<file path="config.mk">
export PLATFORM = sky130hd
export DESIGN_NAME = alu_seq_ctrl
export DESIGN_NICKNAME = d
export VERILOG_FILES = /design/src/rtl/alu_seq_ctrl.sv
export SDC_FILE = /design/constraint.sdc
export NUM_CORES = 1
export LEC_CHECK = 0
export ABC_AREA = 1
export ABC_CLOCK_PERIOD_IN_PS = 3500
export CAP_MARGIN = 20
export CORE_MARGIN = 10
export CORE_UTILIZATION = 45
export CTS_BUF_LIST = sky130_fd_sc_hd__clkbuf_16
export CTS_CLUSTER_SIZE = 10
export DETAILED_ROUTE_END_ITERATION = 10
export PLACE_DENSITY = 0.75
export SLEW_MARGIN = 20
export SYNTH_ARGS = -nofsm -noshare
export SYNTH_HDL_FRONTEND = slang
export SYNTH_SLANG_ARGS = --single-unit
</file>
<file path="constraint.sdc">
create_clock -name iCLK -period 3.5 [get_ports iCLK]
set_input_delay 0.875 -clock iCLK [delete_from_list [all_inputs] [get_ports iCLK]]
set_output_delay 0.875 -clock iCLK [all_outputs]
set_load 0.005 [all_outputs]
</file>
<file path="src/rtl/alu_seq_ctrl.sv">
// alu_seq_ctrl: command sequencer that owns a 4 x 4-bit register file and
// drives one shared external combinational ALU.
//
// Commands arrive over a valid/ready handshake and are either immediate loads
// or register-to-register ALU operations. An ALU command presents registered
// operands/opcode for one EXEC cycle, captures the ALU result, then spends one
// WB cycle strobing the result before writing the low nibble to the
// destination register and the high nibble to HI.
//
// Ports:
//   iCLK, iRST          clock, asynchronous active-high reset
//   iCMD_VALID/READY    command handshake (ready only while idle)
//   iCMD_LOAD           1 = immediate load, 0 = ALU operation
//   iCMD_INST           ALU opcode
//   iCMD_SRCA/SRCB/DST  register indices
//   iCMD_IMM            immediate value for loads
//   oALU_A/B/INST       registered operands and opcode to the ALU
//   iALU_RESULT         combinational ALU result
//   oRES_VALID/DATA/DST completion strobe, result and destination
//   oERR                divide/mod-by-zero flag, qualified by oRES_VALID
//   oHI                 high nibble of the last ALU result
//   iRD_ADDR/oRD_DATA   combinational debug read of the register file
module alu_seq_ctrl #(
  parameter logic [7:0] DIVZ_VAL = 8'hFF,
  parameter logic [3:0] RST_VAL  = 4'h0
) (
  input  logic       iCLK,
  input  logic       iRST,
  input  logic       iCMD_VALID,
  output logic       oCMD_READY,
  input  logic       iCMD_LOAD,
  input  logic [3:0] iCMD_INST,
  input  logic [1:0] iCMD_SRCA,
  input  logic [1:0] iCMD_SRCB,
  input  logic [1:0] iCMD_DST,
  input  logic [3:0] iCMD_IMM,
  output logic [3:0] oALU_A,
  output logic [3:0] oALU_B,
  output logic [3:0] oALU_INST,
  input  logic [7:0] iALU_RESULT,
  output logic       oRES_VALID,
  output logic [7:0] oRES_DATA,
  output logic [1:0] oRES_DST,
  output logic       oERR,
  output logic [3:0] oHI,
  input  logic [1:0] iRD_ADDR,
  output logic [3:0] oRD_DATA
);

  localparam int unsigned DW   = 4;
  localparam int unsigned RW   = 8;
  localparam int unsigned AW   = 2;
  localparam int unsigned NREG = 4;

  localparam logic [DW-1:0] OP_DIV = 4'h3;
  localparam logic [DW-1:0] OP_MOD = 4'h4;

  typedef enum logic [1:0] {
    IDLE = 2'd0,
    EXEC = 2'd1,
    WB   = 2'd2
  } state_t;

  state_t          state_q;
  state_t          state_d;
  logic            accept;
  logic            divz;

  logic [DW-1:0]   regs [NREG];
  logic [DW-1:0]   hi_q;
  logic [DW-1:0]   alu_a_q;
  logic [DW-1:0]   alu_b_q;
  logic [DW-1:0]   alu_inst_q;
  logic            ready_q;
  logic            res_valid_q;
  logic [RW-1:0]   res_data_q;
  logic [AW-1:0]   res_dst_q;
  logic            err_q;
  logic            load_q;

  // State register
  always_ff @(posedge iCLK or posedge iRST) begin
    if (iRST) begin
      state_q <= IDLE;
    end else begin
      state_q <= state_d;
    end
  end

  // Next-state logic and accept decode
  always_comb begin
    state_d = state_q;
    accept  = 1'b0;
    unique case (state_q)
      IDLE: begin
        if (iCMD_VALID) begin
          accept  = 1'b1;
          state_d = iCMD_LOAD ? WB : EXEC;
        end
      end
      EXEC:    state_d = WB;
      WB:      state_d = IDLE;
      default: state_d = IDLE;
    endcase
  end

  // DIV/MOD by zero is judged on the operands actually presented to the ALU
  assign divz = ((alu_inst_q == OP_DIV) || (alu_inst_q == OP_MOD)) && (alu_b_q == '0);

  // Datapath: operand issue, result capture, writeback
  always_ff @(posedge iCLK or posedge iRST) begin
    if (iRST) begin
      for (int i = 0; i < int'(NREG); i++) begin
        regs[i] <= RST_VAL;
      end
      hi_q        <= RST_VAL;
      alu_a_q     <= '0;
      alu_b_q     <= '0;
      alu_inst_q  <= '0;
      ready_q     <= 1'b1;
      res_valid_q <= 1'b0;
      res_data_q  <= '0;
      res_dst_q   <= '0;
      err_q       <= 1'b0;
      load_q      <= 1'b0;
    end else begin
      // Ready and strobe track the state being entered so both are registered
      ready_q     <= (state_d == IDLE);
      res_valid_q <= (state_d == WB);

      if (accept) begin
        res_dst_q <= iCMD_DST;
        load_q    <= iCMD_LOAD;
        err_q     <= 1'b0;
        if (iCMD_LOAD) begin
          res_data_q <= {(RW - DW)'(0), iCMD_IMM};
        end else begin
          alu_a_q    <= regs[iCMD_SRCA];
          alu_b_q    <= regs[iCMD_SRCB];
          alu_inst_q <= iCMD_INST;
        end
      end

      if (state_q == EXEC) begin
        if (divz) begin
          res_data_q <= DIVZ_VAL;
          err_q      <= 1'b1;
        end else begin
          res_data_q <= iALU_RESULT;
          err_q      <= 1'b0;
        end
      end

      // Writeback on the WB exit edge; loads leave HI untouched
      if (state_q == WB) begin
        regs[res_dst_q] <= res_data_q[DW-1:0];
        if (!load_q) begin
          hi_q <= res_data_q[RW-1:DW];
        end
      end
    end
  end

  assign oCMD_READY = ready_q;
  assign oALU_A     = alu_a_q;
  assign oALU_B     = alu_b_q;
  assign oALU_INST  = alu_inst_q;
  assign oRES_VALID = res_valid_q;
  assign oRES_DATA  = res_data_q;
  assign oRES_DST   = res_dst_q;
  assign oERR       = err_q;
  assign oHI        = hi_q;
  assign oRD_DATA   = regs[iRD_ADDR];

endmodule

</file>
==> results of run 1 <==
[flip-flops by register name, indices dropped and copies added (netlist names), 2 cells and up]
name,cells
oALU_INST,4
oALU_B,4
oRES_DST,2
oRES_DATA,8
regs,16
oHI,4
oALU_A,4
state_q,2
[metrics by stage]
stage | cells | total power (W) | hold WS (ns)
6_report | 426 | 0.002002 | 0.4712
5_1_grt | 426 | 0.002154 | 0.5072
4_1_cts | 426 | 0.002026 | 0.4754
3_5_place_dp | 419 | 0.001570 | 0.4616
3_3_place_gp | 419 | 0.001550 | 0.4580
2_1_floorplan | 299 | 0.001199 | 0.4530
[power groups by stage]
stage	registers, W	logic (W)	clock network [W]
after detailed placement	0.000911	0.000659	0
final	0.000907	0.000648	0.000446
after CTS	0.000904	0.000664	0.000457
after floorplan	0.000871	0.000328	0
after global placement	0.000910	0.000640	0
after global routing	0.000930	0.000741	0.000483
[critical path: cells and delay by family]
kind / cells / cell delay [ns]
AOI/OAI and AO/OA: 3 / 0.39
buffers and inverters: 3 / 1.17
[cells by family after synthesis]
family	synth area share [%]
AND/OR/NAND/NOR	27.05
AO/OA/AOI/OAI	13.97
flip-flops	51.06
buffers and inverters	7.917
[cells in the mapped netlist, drive strengths merged]
master | number | area (sq um)
o21ai | 31 | 155.1
nand2 | 115 | 439.2
o211ai | 8 | 60.06
dfstp | 1 | 26.28
buf | 7 | 56.30
a21oi | 22 | 113.9
inv | 30 | 115.1
clkbuf | 4 | 15.01
nor2 | 21 | 112.6
nand3 | 13 | 85.08
dfrtp | 47 | 1176
[worst paths after layout]
check,from,endpoint,slack [ns],cells after the start
setup / recovery,iRD_ADDR[0],oRD_DATA[2],0.19,6
hold / removal,oHI[2],oHI[2],0.47,2
setup reg to reg,state_q[1],oALU_B[0],2.01,6
hold reg to reg,oHI[2],oHI[2],0.47,2
max in group asynchronous,iRST,oRES_DATA[2],1.96,2
min in group asynchronous,iRST,oHI[1],1.04,2
[layer usage]
| metal | part of all wire, % | vias up | track usage (%) |
|---|---|---|---|
| li1 | - | 1060 | - |
| met1 | 45 | 958 | 17.40 |
| met2 | 46 | 60 | 22.59 |
| met3 | 6.9 | 10 | 5.246 |
| met4 | 1.5 | 0 | 4.627 |
| met5 | 0 | - | 0 |
[final cells by class]
class	count	area (sq um)	share of cell area [%]
Sequential cell	48	1202	38.61
Multi-Input combinational cell	210	965.9	31.02
Timing Repair Buffer	61	608.1	19.53
Clock buffer	5	125.1	4.018
Inverter	30	116.4	3.736
Tap cell	70	87.58	2.812
Clock inverter	2	8.758	0.2812
==> impl_metrics.toml, run 1 <==
[routing]
vias_per_cell = 4.901
wl_per_cell_um = 13.72
routed_wl_mm = 5.846
drtAntennaViolNets = 0
drt_iter0_markers = 100
vias = 2088
drc = 0
drt_pass1_iterations = 4

[timing]
clock_skew_ns = 0.001878
fin_ws_ns = 0.1915
setup_violations = 0
fin_crit_sh_pct = 94.53
rsz0062_at_grt = "no"
slew_headroom_pct = 45.37
fin_crit_ns = 3.308
hold_viol_final = 0
fmaxAchievable_ghz = 0.3023
tightest_slew_ns = 0.8185
tns_ns = 0
slew_viol_final = 0

[clock_network]
cts.clk_slew.worst_paths_ns = 0.06
cts_setup_buffers = 0
cts_resized = 0
postCtsHoldBufs = 0
clock_sinks = 48
cts_buffer_depth = 2
numCtsBuffers = 5
cts_root_buf = "clkbuf_16"
htreeDepth = 2
clk_latency_ns = 0.28
cts_tree = "built"

[place]
place_hpwl_mm = 4.458
gp_congestion = 0.8817
place_ws_ns = 0.1666
io_buffers = 60
dpl_cell_area_sq_um = 2979

[cells_and_area]
diodes = 0
drive_gt1_share_pct = 7.022
fin_nets = 384
fin_util_pct = 60.98
layout.cells.most_common = "nand2_1"
n_fill_cell = 474
synthToLayoutAreaGrowth_pct = 32.25
design_area_sq_um = 3114
layout_common_cells = "nand2_1, clkdlybuf4s50_1, dfrtp_1, o21ai_0, inv_1"

[critical_path]
cpMaxStageDelayCell = "clkdlybuf4s50_1"
cpPeakStageDelay_ns = 0.53
critPathKind = "in -> out"
path_cells = "clkdlybuf4s50_1 -> inv_1 -> o21ai_0 -> a21oi_1 -> a21oi_1 -> clkdlybuf4s50_1"
arrival_ns = 2.43
start_kind = "input port"
critPathMaxFanout = 12
cp.required_ns = 2.62
end_kind = "output pin"

[floorplanning]
core-area_sq_um = 5107
die_h_um = 92.34
initial_core_util_pct = 46.10
rows = 26
chipWidth_um = 92.34
ioPinCount = 61
dieArea_sq_um = 8527

[flow_run]
maxCapViolCount = 0

[power]
combPwrFrac_pct = 32.4
sw_frac_of_total_pct = 33.30
power_switching_w = 0.0006666
p_int_w = 0.001335
leakage_nw = 1.509
p_per_area_nw_per_um2 = 642.8
pwr-share-clk_pct = 22.3
ir_worst_vdd_mv = 0.2914
p_seq_share_pct = 45.3

[outcome]
outcome = "complete, no violations"

[global_route]
grtUsageTotal_pct = 14.18
grt_first_pass_wirelength_mm = 10.03
grt_overflow = 0
grt_pass1_vias = 2110
antenna_found_initial = 0
grt_max_degree = 49

[logic_synthesis]
netlist_instances = 299
synth_cell_types = 22
syn-cell-area_sq_um = 2355
syn_avg_cell_area_sq_um = 7.875
synth_sequential_area_ratio_pct = 51.06
synth_fp_nets = 327
synth-seq-cells = 48
yosys_warnings = 0

[worst_hold_path]
hp-class = "reg -> reg"
Note: power is estimated with default switching activity, not from simulation.
==> run 2: changes to the inputs <==
--- a/config.mk
+++ b/config.mk
@@ -7,7 +7,6 @@
 export LEC_CHECK = 0
 export ABC_AREA = 1
 export ABC_CLOCK_PERIOD_IN_PS = 3500
-export CAP_MARGIN = 20
 export CORE_MARGIN = 10
 export CORE_UTILIZATION = 45
 export CTS_BUF_LIST = sky130_fd_sc_hd__clkbuf_16
==> results of run 2 <==
The final DEF is identical to that of run 1; final timing and power are the same.
==> run 3: changes to the inputs <==
--- a/config.mk
+++ b/config.mk
@@ -6,7 +6,7 @@
 export NUM_CORES = 1
 export LEC_CHECK = 0
 export ABC_AREA = 1
-export ABC_CLOCK_PERIOD_IN_PS = 3500
+export ABC_CLOCK_PERIOD_IN_PS = 3900
 export CORE_MARGIN = 10
 export CORE_UTILIZATION = 45
 export CTS_BUF_LIST = sky130_fd_sc_hd__clkbuf_16
==> constraint.sdc (replaced) <==
create_clock -name iCLK -period 3.9 [get_ports iCLK]
set_input_delay 0.975 -clock iCLK [delete_from_list [all_inputs] [get_ports iCLK]]
set_output_delay 0.975 -clock iCLK [all_outputs]
set_load 0.005 [all_outputs]
==> impl_metrics.toml, run 3 (synthesis results as in run 1) <==
[clock_network]
clock_sinks = 48
cts.clk_slew.worst_paths_ns = 0.06
htreeDepth = 2
cts_tree = "built"
cts_root_buf = "clkbuf_16"
numCtsBuffers = 5
cts_setup_buffers = 0
clk_latency_ns = 0.28
cts_buffer_depth = 2
cts_resized = 0
postCtsHoldBufs = 0

[critical_path]
worst-path-buf-inv = 3
start_kind = "input port"
path_delay_family = "buffers and inverters"
cp.required_ns = 2.92
cpPeakStageDelay_ns = 0.55
path_cells = "clkdlybuf4s50_1 -> inv_1 -> o21ai_0 -> a21oi_1 -> a21oi_1 -> clkdlybuf4s50_1"
arrival_ns = 2.64
cpMaxStageDelayCell = "clkdlybuf4s50_1"
critPathMaxFanout = 12
critPathKind = "in -> out"
crit_path_start = "iRD_ADDR[0]"
rr_startpoint = "state_q[1]"
cp.depth = 6
rr_worst_depth = 6
end_kind = "output pin"

[worst_hold_path]
hold_depth = 2
hp-class = "reg -> reg"
hold_start = "oHI[2]"

[power]
power_switching_w = 0.0005884
sw_frac_of_total_pct = 32.94
p_int_w = 0.001198
pwr-share-clk_pct = 22.2
ir_worst_vdd_mv = 0.2866
p_per_area_nw_per_um2 = 574.5
leakage_nw = 1.503
combPwrFrac_pct = 32.3
p_seq_share_pct = 45.5

[global_route]
grt_pass1_vias = 2082
grt_first_pass_wirelength_mm = 10.01
grtUsageTotal_pct = 14.19
grt_overflow = 0
antenna_found_initial = 0
grt_max_degree = 49

[cells_and_area]
diodes = 0
multi_input_area_sq_um = 965.9
n_fill_cell = 489
synthToLayoutAreaGrowth_pct = 32.04
drive_gt1_share_pct = 6.461
seq_area_sq_um = 1202
top_register = "regs"
largest_register_ffs = 16
layout_common_cells = "nand2_1, clkdlybuf4s50_1, dfrtp_1, o21ai_0, inv_1"
fin_util_pct = 60.88
stdcell_count = 426
fin_nets = 383
layout.cells.most_common = "nand2_1"

[routing]
vias_per_cell = 4.911
drt_pass1_iterations = 4
routed_wl_mm = 5.816
wl_per_cell_um = 13.65
drt_iter0_markers = 100
drc = 0
drtAntennaViolNets = 0
vias = 2092

[timing]
clock_skew_ns = 0.005995
tightest_slew_ns = 0.8020
slew_headroom_pct = 46.47
tns_ns = 0
fin_crit_ns = 3.610
slew_viol_final = 0
rsz0062_at_grt = "no"
setup_violations = 0
fin_crit_sh_pct = 92.57
fin_ws_ns = 0.2896
fmaxAchievable_ghz = 0.2770
hold_viol_final = 0

[outcome]
outcome = "complete, no violations"

[floorplanning]
chipWidth_um = 92.34
dieArea_sq_um = 8527
ioPinCount = 61
core-area_sq_um = 5107
initial_core_util_pct = 46.10
die_h_um = 92.34
rows = 26

[flow_run]
maxCapViolCount = 0

[place]
io_buffers = 60
place_hpwl_mm = 4.428
dp.cells = 418
place_ws_ns = 0.2463
gp_congestion = 0.8980
[run 3: cell type report]
class                      instances  share of cell area (%)
tap                               70                   2.817
timing repair buffer              60                   19.32
inverter                          30                   3.742
multi-input combinational        210                   31.07
sequential                        48                   38.67
clock buffer                       5                   4.024
clock inverter                     3                  0.3622
[run 3: stage by stage]
| stage | instance area, sq um | hold WS, ns | total power [W] |
|---|---|---|---|
| 6_report | 3109 | 0.4698 | 0.001786 |
| 5_1_grt | 3109 | 0.5030 | 0.001928 |
| 4_1_cts | 3108 | 0.4746 | 0.001810 |
| 3_5_place_dp | 2972 | 0.4625 | 0.001404 |
| 3_3_place_gp | 2972 | 0.4580 | 0.001390 |
| 2_1_floorplan | 2355 | 0.4530 | 0.001076 |
[run 3: tightest hold or removal path, delay by kind of cell (launching register included)]
| family | cells | cell delay, ns |
|---|---|---|
| flops | 1 | 0.34 |
| simple gates | 2 | 0.10 |
[run 3: final timing paths]
path / to / slack, ns
setup / recovery: oRD_DATA[0] / 0.29
hold / removal: oHI[2] / 0.47
setup reg to reg: oALU_INST[0] / 2.38
hold reg to reg: oHI[2] / 0.47
max in group asynchronous: oALU_INST[0] / 2.27
min in group asynchronous: oHI[3] / 1.15
[run 3: power by group through the flow]
stage | clock [W] | combinational (W) | sequential, W
after floorplan | 0 | 0.000294 | 0.000782
after global placement | 0 | 0.000574 | 0.000816
after detailed placement | 0 | 0.000589 | 0.000816
after CTS | 0.000407 | 0.000593 | 0.000811
after global routing | 0.000430 | 0.000663 | 0.000835
final | 0.000397 | 0.000577 | 0.000812
[run 3: metal layers]
| layer | vias up | track usage, % | share of wire [%] |
|---|---|---|---|
| met3 | 4 | 4.923 | 6.4 |
| li1 | 1065 | - | - |
| met2 | 51 | 22.59 | 46 |
| met5 | - | 0 | 0 |
| met1 | 972 | 17.92 | 47 |
| met4 | 0 | 3.856 | 0.77 |
